### config.mk
export PLATFORM = sky130hd
export DESIGN_NAME = alu_muldiv_iter_flat
export DESIGN_NICKNAME = d
export VERILOG_FILES = /design/src/rtl/alu_pkg.sv /design/src/rtl/alu_muldiv_iter_if.sv /design/src/rtl/muldiv_step.sv /design/src/rtl/alu_muldiv_iter.sv /design/src/flat_wrapper.sv
export SDC_FILE = /design/constraint.sdc
export NUM_CORES = 1
export LEC_CHECK = 0
export CAP_MARGIN = 25
export CORE_MARGIN = 2
export CORE_UTILIZATION = 23
export DETAILED_ROUTE_END_ITERATION = 12
export SLEW_MARGIN = 30
export SYNTH_ARGS = -nofsm -noshare
export SYNTH_HDL_FRONTEND = slang
export SYNTH_SLANG_ARGS = --single-unit
### constraint.sdc
create_clock -name clk -period 7.43 [get_ports clk]
set_clock_uncertainty 0.2 [all_clocks]
set_input_delay 2.229 -clock clk [delete_from_list [all_inputs] [get_ports clk]]
set_output_delay 2.229 -clock clk [all_outputs]
set_load 0.05 [all_outputs]
### src/rtl/alu_pkg.sv
// rtl/alu_pkg.sv - op codes, default width and FSM states shared by the execute-stage ALU units
package alu_pkg;

  localparam int WORDSIZE_DEF = 32;
  localparam int OPSIZE       = 3;

  localparam logic [OPSIZE-1:0] OP_MUL    = 3'd0;
  localparam logic [OPSIZE-1:0] OP_MULH   = 3'd1;
  localparam logic [OPSIZE-1:0] OP_MULHSU = 3'd2;
  localparam logic [OPSIZE-1:0] OP_MULHU  = 3'd3;
  localparam logic [OPSIZE-1:0] OP_DIV    = 3'd4;
  localparam logic [OPSIZE-1:0] OP_DIVU   = 3'd5;
  localparam logic [OPSIZE-1:0] OP_REM    = 3'd6;
  localparam logic [OPSIZE-1:0] OP_REMU   = 3'd7;

  typedef enum logic [2:0] {
    ST_IDLE,
    ST_PREP,
    ST_CALC,
    ST_FIX,
    ST_DONE
  } state_e;

endpackage

### src/rtl/alu_muldiv_iter_if.sv
// rtl/alu_muldiv_iter_if.sv - request/response handshake bundle of the iterative mul/div unit
interface alu_muldiv_iter_if #(
  parameter int WORDSIZE = alu_pkg::WORDSIZE_DEF,
  parameter int OPSIZE   = alu_pkg::OPSIZE
);
  logic                kill;
  logic                in_valid;
  logic                in_ready;
  logic [OPSIZE-1:0]   op;
  logic [WORDSIZE-1:0] a;
  logic [WORDSIZE-1:0] b;
  logic                out_valid;
  logic                out_ready;
  logic [WORDSIZE-1:0] out;
  logic                z;
  logic                n;

  modport master (
    output kill, in_valid, op, a, b, out_ready,
    input  in_ready, out_valid, out, z, n
  );

  modport slave (
    input  kill, in_valid, op, a, b, out_ready,
    output in_ready, out_valid, out, z, n
  );
endinterface

### src/rtl/muldiv_step.sv
// rtl/muldiv_step.sv - one combinational iteration: shift-add multiply or restoring divide
module muldiv_step
  import alu_pkg::*;
#(
  parameter int WORDSIZE = WORDSIZE_DEF
) (
  input  logic                    is_div,
  input  logic [2*WORDSIZE-1:0]   acc_i,
  input  logic [WORDSIZE-1:0]     opnd,
  output logic [2*WORDSIZE-1:0]   acc_o
);

  logic [WORDSIZE-1:0] addend;
  logic [WORDSIZE:0]   sum;
  logic [WORDSIZE:0]   rem_sh;
  logic [WORDSIZE:0]   diff;

  // mul: acc = {partial product, remaining multiplier bits}; div: acc = {remainder, dividend/quotient}
  always_comb begin
    addend = acc_i[0] ? opnd : '0;
    sum    = {1'b0, acc_i[2*WORDSIZE-1:WORDSIZE]} + {1'b0, addend};
    rem_sh = acc_i[2*WORDSIZE-1:WORDSIZE-1];
    diff   = rem_sh - {1'b0, opnd};
    if (is_div) begin
      if (diff[WORDSIZE]) acc_o = {rem_sh[WORDSIZE-1:0], acc_i[WORDSIZE-2:0], 1'b0};
      else                acc_o = {diff[WORDSIZE-1:0], acc_i[WORDSIZE-2:0], 1'b1};
    end else begin
      acc_o = {sum, acc_i[WORDSIZE-1:1]};
    end
  end

endmodule

### src/rtl/alu_muldiv_iter.sv
// rtl/alu_muldiv_iter.sv - iterative RV32M multiply/divide unit with valid/ready handshake and kill
module alu_muldiv_iter
  import alu_pkg::*;
#(
  parameter int WORDSIZE = WORDSIZE_DEF,
  parameter int UNROLL   = 1
) (
  input logic              clk,
  input logic              rst_n,
  alu_muldiv_iter_if.slave bus
);

  localparam int STEPS = WORDSIZE / UNROLL;
  localparam int CNT_W = $clog2(STEPS);
  localparam logic [WORDSIZE-1:0] MIN_VAL = {1'b1, {(WORDSIZE-1){1'b0}}};

  state_e                state_q, state_d;
  logic [OPSIZE-1:0]     op_q, op_d;
  logic [WORDSIZE-1:0]   a_q, a_d, b_q, b_d, opnd_q, opnd_d, out_q, out_d;
  logic [2*WORDSIZE-1:0] acc_q, acc_d;
  logic                  neg_q, neg_d, z_q, z_d, n_q, n_d;
  logic [CNT_W-1:0]      cnt_q, cnt_d;

  logic                  sgn_a, sgn_b, a_neg, b_neg, load_out;
  logic [WORDSIZE-1:0]   mag_a, mag_b, qr_res, res;
  logic [2*WORDSIZE-1:0] prod;
  logic [2*WORDSIZE-1:0] chain [UNROLL+1];

  assign chain[0] = acc_q;

  for (genvar g = 0; g < UNROLL; g++) begin : g_step
    muldiv_step #(.WORDSIZE(WORDSIZE)) u_step (
      .is_div (op_q[2]),
      .acc_i  (chain[g]),
      .opnd   (opnd_q),
      .acc_o  (chain[g+1])
    );
  end

  always_comb begin
    state_d  = state_q;
    op_d     = op_q;
    a_d      = a_q;
    b_d      = b_q;
    opnd_d   = opnd_q;
    acc_d    = acc_q;
    neg_d    = neg_q;
    cnt_d    = cnt_q;
    out_d    = out_q;
    z_d      = z_q;
    n_d      = n_q;
    load_out = 1'b0;
    res      = '0;

    sgn_a  = (op_q == OP_MULH) || (op_q == OP_MULHSU) || (op_q == OP_DIV) || (op_q == OP_REM);
    sgn_b  = (op_q == OP_MULH) || (op_q == OP_DIV) || (op_q == OP_REM);
    a_neg  = sgn_a & a_q[WORDSIZE-1];
    b_neg  = sgn_b & b_q[WORDSIZE-1];
    mag_a  = a_neg ? -a_q : a_q;
    mag_b  = b_neg ? -b_q : b_q;
    prod   = neg_q ? -acc_q : acc_q;
    qr_res = op_q[1] ? acc_q[2*WORDSIZE-1:WORDSIZE] : acc_q[WORDSIZE-1:0];
    if (neg_q) qr_res = -qr_res;

    unique case (state_q)
      ST_IDLE: begin
        if (bus.in_valid) begin
          op_d    = bus.op;
          a_d     = bus.a;
          b_d     = bus.b;
          state_d = ST_PREP;
        end
      end
      ST_PREP: begin
        if (op_q[2] && (b_q == '0)) begin
          res      = op_q[1] ? a_q : '1;
          load_out = 1'b1;
          state_d  = ST_DONE;
        end else if (((op_q == OP_DIV) || (op_q == OP_REM)) && (a_q == MIN_VAL) && (b_q == '1)) begin
          res      = op_q[1] ? '0 : MIN_VAL;
          load_out = 1'b1;
          state_d  = ST_DONE;
        end else begin
          // the remainder follows the dividend's sign, everything else the xor of both
          acc_d   = {{WORDSIZE{1'b0}}, (op_q[2] ? mag_a : mag_b)};
          opnd_d  = op_q[2] ? mag_b : mag_a;
          neg_d   = (op_q == OP_REM) ? a_neg : (a_neg ^ b_neg);
          cnt_d   = CNT_W'(STEPS - 1);
          state_d = ST_CALC;
        end
      end
      ST_CALC: begin
        acc_d = chain[UNROLL];
        cnt_d = cnt_q - 1'b1;
        if (cnt_q == '0) state_d = ST_FIX;
      end
      ST_FIX: begin
        if (op_q[2])             res = qr_res;
        else if (op_q == OP_MUL) res = prod[WORDSIZE-1:0];
        else                     res = prod[2*WORDSIZE-1:WORDSIZE];
        load_out = 1'b1;
        state_d  = ST_DONE;
      end
      ST_DONE: begin
        if (bus.out_ready) state_d = ST_IDLE;
      end
      default: state_d = ST_IDLE;
    endcase

    if (load_out) begin
      out_d = res;
      z_d   = (res == '0);
      n_d   = res[WORDSIZE-1];
    end

    if (bus.kill) state_d = ST_IDLE;
  end

  always_ff @(posedge clk or negedge rst_n) begin
    if (!rst_n) begin
      state_q <= ST_IDLE;
      op_q    <= '0;
      a_q     <= '0;
      b_q     <= '0;
      opnd_q  <= '0;
      acc_q   <= '0;
      neg_q   <= 1'b0;
      cnt_q   <= '0;
      out_q   <= '0;
      z_q     <= 1'b1;
      n_q     <= 1'b0;
    end else begin
      state_q <= state_d;
      op_q    <= op_d;
      a_q     <= a_d;
      b_q     <= b_d;
      opnd_q  <= opnd_d;
      acc_q   <= acc_d;
      neg_q   <= neg_d;
      cnt_q   <= cnt_d;
      out_q   <= out_d;
      z_q     <= z_d;
      n_q     <= n_d;
    end
  end

  assign bus.in_ready  = (state_q == ST_IDLE);
  assign bus.out_valid = (state_q == ST_DONE);
  assign bus.out       = out_q;
  assign bus.z         = z_q;
  assign bus.n         = n_q;

endmodule
### src/flat_wrapper.sv
// flat-port wrapper written by rule: the top's interface ports become plain ports
module alu_muldiv_iter_flat import alu_pkg::*;
#(
  parameter int WORDSIZE = WORDSIZE_DEF,
  parameter int UNROLL   = 1
)
  (clk, rst_n, bus_kill, bus_in_valid, bus_op, bus_a, bus_b, bus_out_ready, bus_in_ready, bus_out_valid, bus_out, bus_z, bus_n);
  alu_muldiv_iter_if #(.WORDSIZE(WORDSIZE)) bus_i ();
  input logic clk;
  input logic rst_n;
  input wire logic [$bits(bus_i.kill)-1:0] bus_kill;
  input wire logic [$bits(bus_i.in_valid)-1:0] bus_in_valid;
  input wire logic [$bits(bus_i.op)-1:0] bus_op;
  input wire logic [$bits(bus_i.a)-1:0] bus_a;
  input wire logic [$bits(bus_i.b)-1:0] bus_b;
  input wire logic [$bits(bus_i.out_ready)-1:0] bus_out_ready;
  output wire logic [$bits(bus_i.in_ready)-1:0] bus_in_ready;
  output wire logic [$bits(bus_i.out_valid)-1:0] bus_out_valid;
  output wire logic [$bits(bus_i.out)-1:0] bus_out;
  output wire logic [$bits(bus_i.z)-1:0] bus_z;
  output wire logic [$bits(bus_i.n)-1:0] bus_n;
  assign bus_i.kill = bus_kill;
  assign bus_i.in_valid = bus_in_valid;
  assign bus_i.op = bus_op;
  assign bus_i.a = bus_a;
  assign bus_i.b = bus_b;
  assign bus_i.out_ready = bus_out_ready;
  assign bus_in_ready = bus_i.in_ready;
  assign bus_out_valid = bus_i.out_valid;
  assign bus_out = bus_i.out;
  assign bus_z = bus_i.z;
  assign bus_n = bus_i.n;
  alu_muldiv_iter #(.WORDSIZE(WORDSIZE), .UNROLL(UNROLL)) u_core (.clk(clk), .rst_n(rst_n), .bus(bus_i));
endmodule
==> results.py <==
metrics = {
    "route": {
        "dr.pass1.iters": 8,
        "wl_per_cell_um": 21.7,
        "vias_per_cell": 5.54,
        "wirelength_um": 74100,
        "drt_iter0_drc": 2239,
        "drc": 0,
        "drtAntennaViolNets": 0,
        "num_vias": 18907,
    },
    "layout": {
        "final_util_pct": 26.9,
        "multiInputGateArea_mm2": 0.0124,
        "fillCellCount": 8832,
        "area_growth_pct": 16.3,
        "seqCellArea_mm2": 0.00514,
        "design_area_mm2": 0.0215,
        "nets": 2478,
        "drive_above_1_share_pct": 8.25,
    },
    "worst_setup_path": {
        "cp_top_family": "buffers and inverters",
        "arrival_ns": 2.44,
        "path_buf_inv": 1,
        "crit_chain": "nor3b_1, clkdlybuf4s50_1",
        "crit_type": "reg -> out",
        "slowest_delay_ns": 0.90,
        "required_ns": 5.00,
        "cp-start-kind": "register",
        "crit_slowest_cell": "clkdlybuf4s50_1",
        "crit_path_end_kind": "output pin",
        "path_max_fanout": 12,
    },
    "clock_tree": {
        "clock-sinks": 205,
        "clkLatencyLatePin_ns": 0.58,
        "cts_setup_buffers": 0,
        "clk_path_buf_depth": 3,
        "clk_pin_slew_ns": 0.07,
        "hold_buffers": 0,
        "htree_num_levels": 1,
        "cts-resized-gates": 0,
        "cts_tree": "done",
        "cts_made_buffers": 25,
        "ctsRootBufferMaster": "clkbuf_16",
    },
    "place": {
        "dp_worst_setup_slack_ns": 2.72,
        "io_buffers": 107,
        "dpl-instance-area_mm2": 0.0205,
        "dp_hpwl_um": 55500,
        "globalplace.congestion": 0.965,
    },
    "logic_synthesis": {
        "netlist_area_mm2": 0.0185,
        "synthArstFlopShare_pct": 100,
        "yosys_warnings": 0,
        "synth_cell_types": 82,
        "synthCells": 2345,
        "ys.flop_type": "dfrtp_1",
        "ys_ff_latch": 205,
        "ys_seq_area_share_pct": 27.7,
        "synth_edf_count": 0,
        "synthesis.nets": 2490,
        "syn_area_per_cell_um2": 7.89,
    },
    "global_routing": {
        "overflow": 0,
        "gr-usage-all-layers_pct": 17.3,
        "grt_pass1_vias": 17751,
        "antenna_found_initial": 4,
        "grt_pass1_wl_um": 111000,
        "grt_start_max_net_pins": 108,
    },
    "floorplanning": {
        "io_pins": 108,
        "die-area_mm2": 0.0828,
        "die_w_um": 288,
        "rows": 104,
        "die_h_um": 288,
        "coreArea_mm2": 0.0802,
        "start_util_pct": 23.1,
    },
    "sta": {
        "rsz0062_at_grt": "false",
        "max_freq_mhz": 205,
        "post-route-period-util_pct": 65.6,
        "final-hold-violation-count": 0,
        "tns_ns": 0,
        "whs_ns": 0.280,
        "fin_crit_ns": 4.87,
        "setup_violations": 0,
        "relSlewSlack_pct": 32.3,
        "fin_ws_ns": 2.56,
        "worstMarginPinSlew_ns": 1.01,
        "slew_viol_final": 0,
    },
    "power_and_ir_drop": {
        "p_per_area_mw_per_mm2": 434,
        "p_leak_nw": 8.71,
        "irDropWorstVdd_mv": 0.211,
    },
    "min_path": {
        "min_path_type": "reg -> reg",
    },
    "status": {
        "status": "complete, no violations",
    },
    "flow_run": {
        "maxCapViolCount": 0,
    },
}
layout make-up:
cell class	instances	share of cell area, %
multi-input combinational	1881	57.7
antenna	1	0.0116
inverter	73	1.27
tap	1060	6.16
clock inverter	14	1.26
clock buffer	32	3.26
sequential	205	23.9
timing repair buffer	147	6.48
cells in the final DEF (no fill, tap or decap), types with 8 or more instances in the layout:
| cell | netlist | final |
|---|---|---|
| dfrtp_1 | 204 | 201 |
| or4_1 | 22 | 22 |
| xor2_1 | 74 | 74 |
| a211o_1 | 8 | 8 |
| mux2_2 | 63 | 63 |
| clkbuf_16 | 0 | 25 |
| xnor2_1 | 78 | 77 |
| a2111oi_0 | 9 | 9 |
| nand2b_1 | 21 | 21 |
| o21a_1 | 18 | 18 |
| o41ai_1 | 17 | 17 |
| buf_4 | 1 | 39 |
| or3_1 | 32 | 32 |
| ha_1 | 71 | 71 |
| nor3_1 | 72 | 71 |
| nand4_1 | 23 | 23 |
| or2_2 | 18 | 18 |
| a21oi_1 | 166 | 166 |
| nor3b_1 | 15 | 15 |
| nand2_1 | 209 | 208 |
| o31ai_1 | 27 | 27 |
| nor2b_1 | 11 | 11 |
| o21ai_0 | 169 | 169 |
| and3_1 | 11 | 11 |
| nand3_1 | 51 | 51 |
| a221o_1 | 9 | 9 |
| a22oi_1 | 14 | 14 |
| a211oi_1 | 48 | 48 |
| o211ai_1 | 26 | 26 |
| a31oi_1 | 18 | 18 |
| o22ai_1 | 12 | 12 |
| nor4_1 | 48 | 48 |
| and2_1 | 14 | 13 |
| mux2i_1 | 99 | 99 |
| clkdlybuf4s50_1 | 0 | 106 |
| o221ai_1 | 21 | 21 |
| a21o_1 | 50 | 50 |
| inv_1 | 71 | 71 |
| nor2_1 | 235 | 231 |
through the flow:
step,cells,power [W]
after CTS,3411,0.00922
after global placement,3365,0.00770
after floorplan,2345,0.00604
after detailed placement,3365,0.00772
after global routing,3412,0.00993
final,3413,0.00936
cell families after synthesis:
group,count (synthesis),share of synthesized area (%)
buf+inv,259,5.36
fa+ha+maj,73,5.01
compound gates,679,23.9
simple gates,812,21.3
xor+xnor,152,7.19
flops,205,27.7
mux,165,9.55
routing by layer:
layer  vias up  wire length (um)  track usage (%)
li1       8604                 -                -
met1      9125             32000             23.9
met2       962             31800             26.3
met3       212              6440             3.04
met4         4              3880             7.69
met5         -                26                0
flip-flops by register name (all words and copies together) (netlist names):
name and cells:
u_core.a_q 32, u_core.acc_q 64, u_core.b_q 32, u_core.bus.n 1, u_core.bus.out 31, u_core.bus.z 1, u_core.cnt_q 5, u_core.neg_q 1
u_core.op_q 3, u_core.opnd_q 32, u_core.state_q 3
synthesized netlist by cell type (48+ instances only):
library cell | instances | area share (%)
ha_1 | 71 | 4.8
nor2_1 | 235 | 4.8
dfrtp_1 | 204 | 28
a21oi_1 | 166 | 4.5
inv_1 | 71 | 1.4
a21o_1 | 50 | 2.0
xor2_1 | 74 | 3.5
xnor2_1 | 78 | 3.7
o21ai_0 | 169 | 4.6
clkbuf_1 | 156 | 3.2
nand2_1 | 209 | 4.2
nand3_1 | 51 | 1.4
a211oi_1 | 48 | 1.9
mux2i_1 | 99 | 5.4
nor4_1 | 48 | 1.6
mux2_2 | 63 | 3.8
nor3_1 | 72 | 1.9
power by group:
| part | switching [W] | total [W] | internal, W |
|---|---|---|---|
| Sequential | 0.000946 | 0.00245 | 0.00150 |
| Clock | 0.000551 | 0.00147 | 0.000915 |
| Combinational | 0.00333 | 0.00544 | 0.00211 |
path summary, 6_finish.rpt:
check                      cells after the start  slack (ns)            endpoint         startpoint
max                                            2        2.56       bus_out_valid  u_core.state_q[2]
min                                            1        0.28   u_core.bus.out[8]  u_core.bus.out[8]
max reg2reg                                   12        2.64        u_core.bus.z    u_core.acc_q[1]
min reg2reg                                    1        0.28   u_core.bus.out[8]  u_core.bus.out[8]
max in group asynchronous                      2        4.74  u_core.bus.out[19]              rst_n
min in group asynchronous                      1        1.31     u_core.cnt_q[3]              rst_n
worst register-to-register path: cells and delay by family, from the launching register on:
family / cells / cell delay, ns
compound gates: 3 / 0.85
fa+ha+maj: 1 / 0.18
buf+inv: 1 / 0.13
flops: 1 / 0.47
simple gates: 7 / 2.91
Power figures use the tool's default switching activity.
